$ cat config.mk
export PLATFORM = sky130hd
export DESIGN_NAME = data_c_pipe_intc_m2s_robin_with_id
export DESIGN_NICKNAME = d
export VERILOG_FILES = /design/src/rtl/data_c_pipe_intc_m2s_robin_with_id.sv
export SDC_FILE = /design/constraint.sdc
export NUM_CORES = 1
export LEC_CHECK = 0
export CAP_MARGIN = 25
export CELL_PAD_IN_SITES_DETAIL_PLACEMENT = 0
export CELL_PAD_IN_SITES_GLOBAL_PLACEMENT = 2
export CORE_ASPECT_RATIO = 1.4
export CORE_MARGIN = 1
export CORE_UTILIZATION = 20
export CTS_CLUSTER_DIAMETER = 200
export CTS_CLUSTER_SIZE = 24
export DETAILED_ROUTE_END_ITERATION = 8
export PLACE_DENSITY_LB_ADDON = 0.1
export SLEW_MARGIN = 30
export SYNTH_ARGS = -nofsm -noshare
export SYNTH_HDL_FRONTEND = slang
export SYNTH_SLANG_ARGS = --single-unit
$ cat constraint.sdc
create_clock -name clock -period 11.7 [get_ports clock]
set_input_delay 2.34 -clock clock [delete_from_list [all_inputs] [get_ports clock]]
set_output_delay 2.34 -clock clock [all_outputs]
set_load 0.005 [all_outputs]
$ cat src/rtl/data_c_pipe_intc_m2s_robin_with_id.sv
// data_c_pipe_intc_m2s_robin_with_id: round-robin NUM-to-1 stream merge with sideband ID and one output register.
// Optional ROBIN_GRANT_CNT_EN adds saturating per-port accepted-beat counters on grant_cnt.
module data_c_pipe_intc_m2s_robin_with_id #(
   parameter int NUM    = 8,
   parameter int DSIZE  = 32,
   parameter int IDSIZE = 4
) (
   input  logic                  clock,
   input  logic                  rst_n,
   input  logic [NUM-1:0]        s_valid,
   input  logic [NUM*DSIZE-1:0]  s_data,
   input  logic [NUM*IDSIZE-1:0] sid,
   output logic [NUM-1:0]        s_ready,
   output logic                  m_valid,
   output logic [DSIZE-1:0]      m_data,
   output logic [IDSIZE-1:0]     mid,
`ifdef ROBIN_GRANT_CNT_EN
   output logic [NUM*16-1:0]     grant_cnt,
`endif
   input  logic                  m_ready
);
   localparam int PW = NUM > 1 ? $clog2(NUM) : 1;
   logic [PW-1:0] ptr, gnt, cand;
   logic          gv, free, xfer;
   assign free = !m_valid || m_ready;
   assign xfer = free && gv;
   // scanning from the farthest candidate back lets the nearest valid port after ptr win
   always_comb begin
      gnt  = '0;
      gv   = 1'b0;
      cand = '0;
      for (int i = NUM; i >= 1; i--) begin
         cand = PW'((int'(ptr) + i) % NUM);
         if (s_valid[cand]) begin
            gnt = cand;
            gv  = 1'b1;
         end
      end
   end
   assign s_ready = (rst_n && xfer) ? NUM'(1) << gnt : '0;
   always_ff @(posedge clock or negedge rst_n) begin
      if (!rst_n) begin
         m_valid <= 1'b0;
         m_data  <= '0;
         mid     <= '0;
         ptr     <= PW'(NUM - 1);
      end else if (xfer) begin
         m_valid <= 1'b1;
         m_data  <= s_data[gnt*DSIZE +: DSIZE];
         mid     <= sid[gnt*IDSIZE +: IDSIZE];
         ptr     <= gnt;
      end else if (free) begin
         m_valid <= 1'b0;
      end
   end
`ifdef ROBIN_GRANT_CNT_EN
   for (genvar k = 0; k < NUM; k++) begin : g_cnt
      always_ff @(posedge clock or negedge rst_n) begin
         if (!rst_n)
            grant_cnt[k*16 +: 16] <= '0;
         else if (s_valid[k] && s_ready[k] && grant_cnt[k*16 +: 16] != 16'hFFFF)
            grant_cnt[k*16 +: 16] <= grant_cnt[k*16 +: 16] + 16'd1;
      end
   end
`endif
endmodule

==> flow_metrics.tcl, run 1 <==
set metrics [dict create \
    run_status "finished clean" \
    start_kind "input port" \
    synth_edf_count 0 \
    drive_gt1_share_pct 10.09 \
    cts_made_buffers 5 \
    drc 0 \
    fp.dieH_um 182.4 \
    htreeDepth 2 \
    finalSetupTns_ns 0 \
    synth_xor_area_share_pct 0.9150 \
    p_leak_nw 3.122 \
    io_pins 344 \
    whs_ns 0.5451 \
    rsz0062_at_grt "no" \
    synth_area_mm2 0.004649 \
    criticalPathCategory "in2out" \
    synth_area_leaders "mux4_2, dfrtp_1, mux2i_1, a221o_1, nand2_1" \
    cts_root_buf "clkbuf_16" \
    fillers 2268 \
    core_area_mm2 0.02269 \
    dr.pass1.iters 5 \
    clk_latency_ns 0.29 \
    grt_antenna_before_repair 1 \
    ff2ff_path_depth 11 \
    initial_core_util_pct 20.49 \
    vias 5365 \
    grt_pass1_wl_um 32520 \
    dp.final_hpwl_um 17530 \
    netlist-cell-type-count 47 \
    gp_congestion 0.8054 \
    syn_to_final_growth_pct 80.19 \
    ys.flop_type "dfrtp_1" \
    drv_cap 0 \
    ir_worst_vdd_uv 409.5 \
    cts_tree "built" \
    synth_common_cells "nand2_1, mux2i_1, nor2_1" \
    clockBufferDepth 2 \
    post-route-period-util_pct 71.03 \
    wl_per_cell_um 20.22 \
    grt_max_degree 76 \
    tightest_slew_ns 0.9138 \
    crit_path_end_kind "output port" \
    min_period_ns 8.311 \
    yosysMostFrequentCell "nand2_1" \
    finalClockSkew_ns 0.01037 \
    viasPerCell 4.855 \
    chipWidth_um 130.9 \
    clkTransAtPathRegs_ns 0.05 \
    overflow 0 \
    synth_compound_area_share_pct 22.20 \
    drtIter0Drc 190 \
    grt_pass1_vias 5616 \
    syn_nets 800 \
    grtUsageTotal_pct 18.42 \
    finalSetupViolations 0 \
    synthCells 499 \
    yosys.area.top_type "mux4_2" \
    synth_top_area_share_pct 22.77 \
    fmax_mhz 120.3 \
    syn_avg_cell_area_um2 9.318 \
    drv_slew 0 \
    nets 1104 \
    synth_fa_ha_area_share_pct 0.5382 \
    cts.repair.resized 0 \
    io_buffers 343 \
    die_area_mm2 0.02387 \
    synth-seq-cells 40 \
    synthArstFlopShare_pct 100.0 \
    p_per_area_mw_per_mm2 401.7 \
    required_ns 9.36 \
    synth_top_family_by_area "multiplexers" \
    worstSetupStartpoint "s_valid[0]" \
    worst-path-max-fanout 75 \
    maxSlewHeadroom_pct 39.08 \
    min_path_type "reg2reg" \
    synthSimpleGateAreaFrac_pct 12.76 \
    hold_viol 0 \
    post-cts-setup-buffer-count 0 \
    num_rows 65 \
    synthMuxAreaShare_pct 35.01 \
    postRouteAntennaNets 0 \
    yosysSeqAreaShare_pct 21.61 \
    clkSinkCount 40 \
    hp-start "m_data[27]" \
    arrival_ns 5.97 \
    wl_um 22340 \
    r2r-start "ptr[1]" \
    min_path_cells 2 \
    synth_warnings 0 \
    cts_hold_buf 0 \
]
## worst max-delay path, cell delays in order
cell             delay [ns]
clkdlybuf4s50_1        0.50
mux2i_1                0.43
mux2i_1                0.20
o22a_1                 0.24
o221a_2                0.26
o211ai_1               0.25
nand3_4                0.09
buf_4                  0.34
or2_2                  0.46
nor3_1                 0.20
clkdlybuf4s50_1        0.55
## metrics by stage
stage          std cells  power (W)  util [%]  instance area, um^2  setup WS [ns]
6_report            1105   0.003365     36.92                 8378          3.389
2_1_floorplan        499   0.002556         -                 4649          5.070
4_1_cts             1104   0.003443     36.90                 8372          3.376
3_5_place_dp        1097   0.003301     36.31                 8238          3.385
3_3_place_gp        1097   0.003275     36.31                 8238          3.437
5_1_grt             1105   0.003680     36.92                 8378          3.199
## worst paths after layout
kind	endpoint	slack (ns)
worst max-delay path	s_ready[5]	3.39
worst min-delay path	m_data[27]	0.55
worst max register to register	m_data[28]	6.23
worst min register to register	m_data[27]	0.55
max in group asynchronous	m_data[25]	9.11
min in group asynchronous	m_data[6]	2.14
## report_power, final
part           switching, W  internal [W]
Sequential        0.0000673      0.000226
Clock             0.0000577     0.0000777
Combinational       0.00158       0.00135
## flip-flops by register name (all words and copies together), names as in the netlist
name / flops
m_valid: 1
m_data: 32
ptr: 3
mid: 4
## cell families (layout without fill, tap and decap cells)
family                   count (synthesis)  in the layout
buffers and inverters                   60            364
XOR/XNOR                                 4              4
multiplexers                           102            102
adder cells (fa/ha/maj)                  2              2
AO/OA/AOI/OAI                          143            143
flip-flops                              40             40
AND/OR/NAND/NOR                        148            148
other                                    0              1
## cell type report
type / count / area (um^2) / share of cell area, %
Antenna cell: 1 / 2.502 / 0.02987
Sequential cell: 40 / 1005 / 11.99
Inverter: 8 / 30.03 / 0.3584
Timing Repair Buffer: 349 / 3473 / 41.46
Clock inverter: 1 / 5.005 / 0.05974
Multi-Input combinational cell: 399 / 3357 / 40.07
Tap cell: 301 / 376.6 / 4.495
Clock buffer: 6 / 128.9 / 1.538
## cells in the final DEF (no fill, tap or decap), types with 3 or more instances in the layout
cell type / instances
clkdlybuf4s50_1: 342
mux4_2: 47
mux2i_1: 49
mux2_2: 5
nor3_1: 4
dfrtp_1: 37
clkbuf_16: 5
nand2_1: 85
dfstp_2: 3
nor2_1: 48
a221o_1: 36
a21oi_1: 42
a31oi_1: 38
buf_4: 6
inv_1: 7
o21ai_0: 8
## metal layers
metal / up-vias / GRT usage (%) / part of all wire, %
met5: - / 0 / 0
met4: 0 / 5.609 / 2.1
met3: 20 / 3.108 / 5.0
met2: 212 / 37.06 / 58
met1: 2595 / 18.50 / 35
li1: 2538 / - / -
No activity file was read; power rests on OpenSTA's default activity.
==> run 2, diff against run 1 <==
Settings changed: CORE_UTILIZATION 20 to 17.
Clock period 11.7 ns to 6.96 ns, I/O delays scaled along.
==> run 2 against run 1 <==
Compared with the run above: routed wire length grew 3.4%; die area grew 17%; power grew 71%; via count is the same; final area grew 1.6%; count of clock-buffer cells in the layout is the same; critical endpoint is now s_ready[4]; largest cell class unchanged; largest power group unchanged.
==> flow_metrics.tcl, run 2 (synthesized netlist as in run 1, its figures left out) <==
set metrics [dict create \
    drc 0 \
    post-cts-setup-buffer-count 0 \
    comb_power_share_pct 86.7 \
    tightest_slew_ns 0.8172 \
    syn_to_final_growth_pct 83.10 \
    switching_share_pct 50.80 \
    num_rows 71 \
    fillers 2827 \
    min_path_type "reg2reg" \
    grtUsageTotal_pct 16.20 \
    p_clk_share_pct 4.8 \
    required_ns 5.57 \
    final_common_cell "clkdlybuf4s50_1" \
    vias 5365 \
    htreeDepth 2 \
    criticalPathCategory "in2out" \
    viasPerCell 4.570 \
    drv_slew 0 \
    cts_root_buf "clkbuf_16" \
    grt_pass1_wl_um 33550 \
    dp.final_hpwl_um 18340 \
    dr.pass1.iters 4 \
    worst-path-max-fanout 6 \
    die_area_mm2 0.02802 \
    clkTransAtPathRegs_ns 0.06 \
    finalSetupTns_ns 0 \
    start_kind "input port" \
    initial_core_util_pct 17.27 \
    io_buffers 343 \
    wl_per_cell_um 19.69 \
    largest_reg_flops 32 \
    largest_register "m_data" \
    cts_hold_buf 0 \
    post-route-period-util_pct 85.40 \
    cts_made_buffers 5 \
    chipWidth_um 141.8 \
    io_pins 344 \
    rsz0062_at_grt "no" \
    drive_gt1_share_pct 10.53 \
    wl_um 23110 \
    finalSetupViolations 0 \
    layout_common_cells "clkdlybuf4s50_1, nand2_1, mux2i_1" \
    gp_congestion 0.7920 \
    crit_path_end_kind "output port" \
    run_status "finished clean" \
    arrival_ns 4.55 \
    hold_viol 0 \
    nets 1107 \
    finalClockSkew_ns 0.005998 \
    p_leak_nw 3.151 \
    grt_max_degree 78 \
    grt_pass1_vias 5605 \
    min_period_ns 5.944 \
    fp.dieH_um 197.7 \
    cts_tree "built" \
    overflow 0 \
    p_per_area_mw_per_mm2 676.6 \
    cts.repair.resized 0 \
    reg_top3 "m_data x32, mid x4, ptr x3" \
    fmax_mhz 168.3 \
    core_area_mm2 0.02692 \
    ir_worst_vdd_uv 547.4 \
    power.internal_w 0.002834 \
    clockBufferDepth 2 \
    drtIter0Drc 202 \
    drv_cap 0 \
    postRouteAntennaNets 0 \
    whs_ns 0.5499 \
    clk_latency_ns 0.29 \
    grt_antenna_before_repair 2 \
    finalPower_w 0.005760 \
    maxSlewHeadroom_pct 45.52 \
    seqPwrFrac_pct 8.5 \
    p_switching_w 0.002926 \
    clkSinkCount 40 \
]
## run 2: cell count changes in the layout (fill, tap and decap cells not counted)
cell / before / now
bufinv_16: 0 / 1
and3_4: 1 / 0
and3_2: 0 / 1
buf_4: 6 / 8
buf_6: 0 / 1
diode_2: 1 / 2
## run 2: power by group through the flow
stage | Sequential (W) | Combinational (W) | Clock (W)
after floorplan | 0.000449 | 0.00385 | 0
after global placement | 0.000490 | 0.00513 | 0
after detailed placement | 0.000496 | 0.00514 | 0
after CTS | 0.000495 | 0.00515 | 0.000289
after global routing | 0.000517 | 0.00552 | 0.000294
final | 0.000492 | 0.00499 | 0.000274
## run 2: stage by stage
step | instances | utilization, % | worst slack (ns) | area (um^2)
after floorplan | 499 | - | 2.181 | 4649
after global placement | 1164 | 30.99 | 1.081 | 8341
after detailed placement | 1164 | 30.99 | 1.080 | 8341
after CTS | 1172 | 31.59 | 1.052 | 8504
after global routing | 1174 | 31.63 | 0.8535 | 8513
final | 1174 | 31.63 | 1.017 | 8513
## run 2: critical path: stages
cell	delay, ns
clkdlybuf4s50_1	0.52
mux2i_1	0.41
mux2i_1	0.19
o22a_1	0.25
o221a_2	0.26
o211ai_1	0.26
nand3_4	0.15
or2_2	0.36
nor3_1	0.21
clkdlybuf4s50_1	0.54
## run 2: worst paths after layout
| check | start | endpoint | slack, ns | cells after the start |
|---|---|---|---|---|
| min reg2reg | m_data[28] | m_data[28] | 0.55 | 2 |
| min in group asynchronous | rst_n | m_data[24] | 1.05 | 1 |
| max in group asynchronous | rst_n | m_data[15] | 5.15 | 2 |
| max | s_valid[2] | s_ready[4] | 1.02 | 10 |
| max reg2reg | ptr[1] | m_data[4] | 2.28 | 10 |
| min | m_data[28] | m_data[28] | 0.55 | 2 |
## run 2: layout make-up
cell class              instances  area [um^2]  area share (%)
repair buffers                352         3500           41.11
flip-flops and latches         40         1005           11.80
clock buffers                   6        128.9           1.514
clock inverters                 2        35.03          0.4115
diodes                          2        5.005         0.05879
multi-input cells             399         3353           39.39
inverters                       8        30.03          0.3527
well taps                     365        456.7           5.364
## run 2: layer usage
metal / vias up / global-route usage, % / wire length, um
li1: 2545 / - / -
met2: 223 / 31.05 / 13010
met5: - / 0 / 0
met1: 2566 / 16.69 / 7924
met3: 31 / 3.176 / 1264
met4: 0 / 7.447 / 917
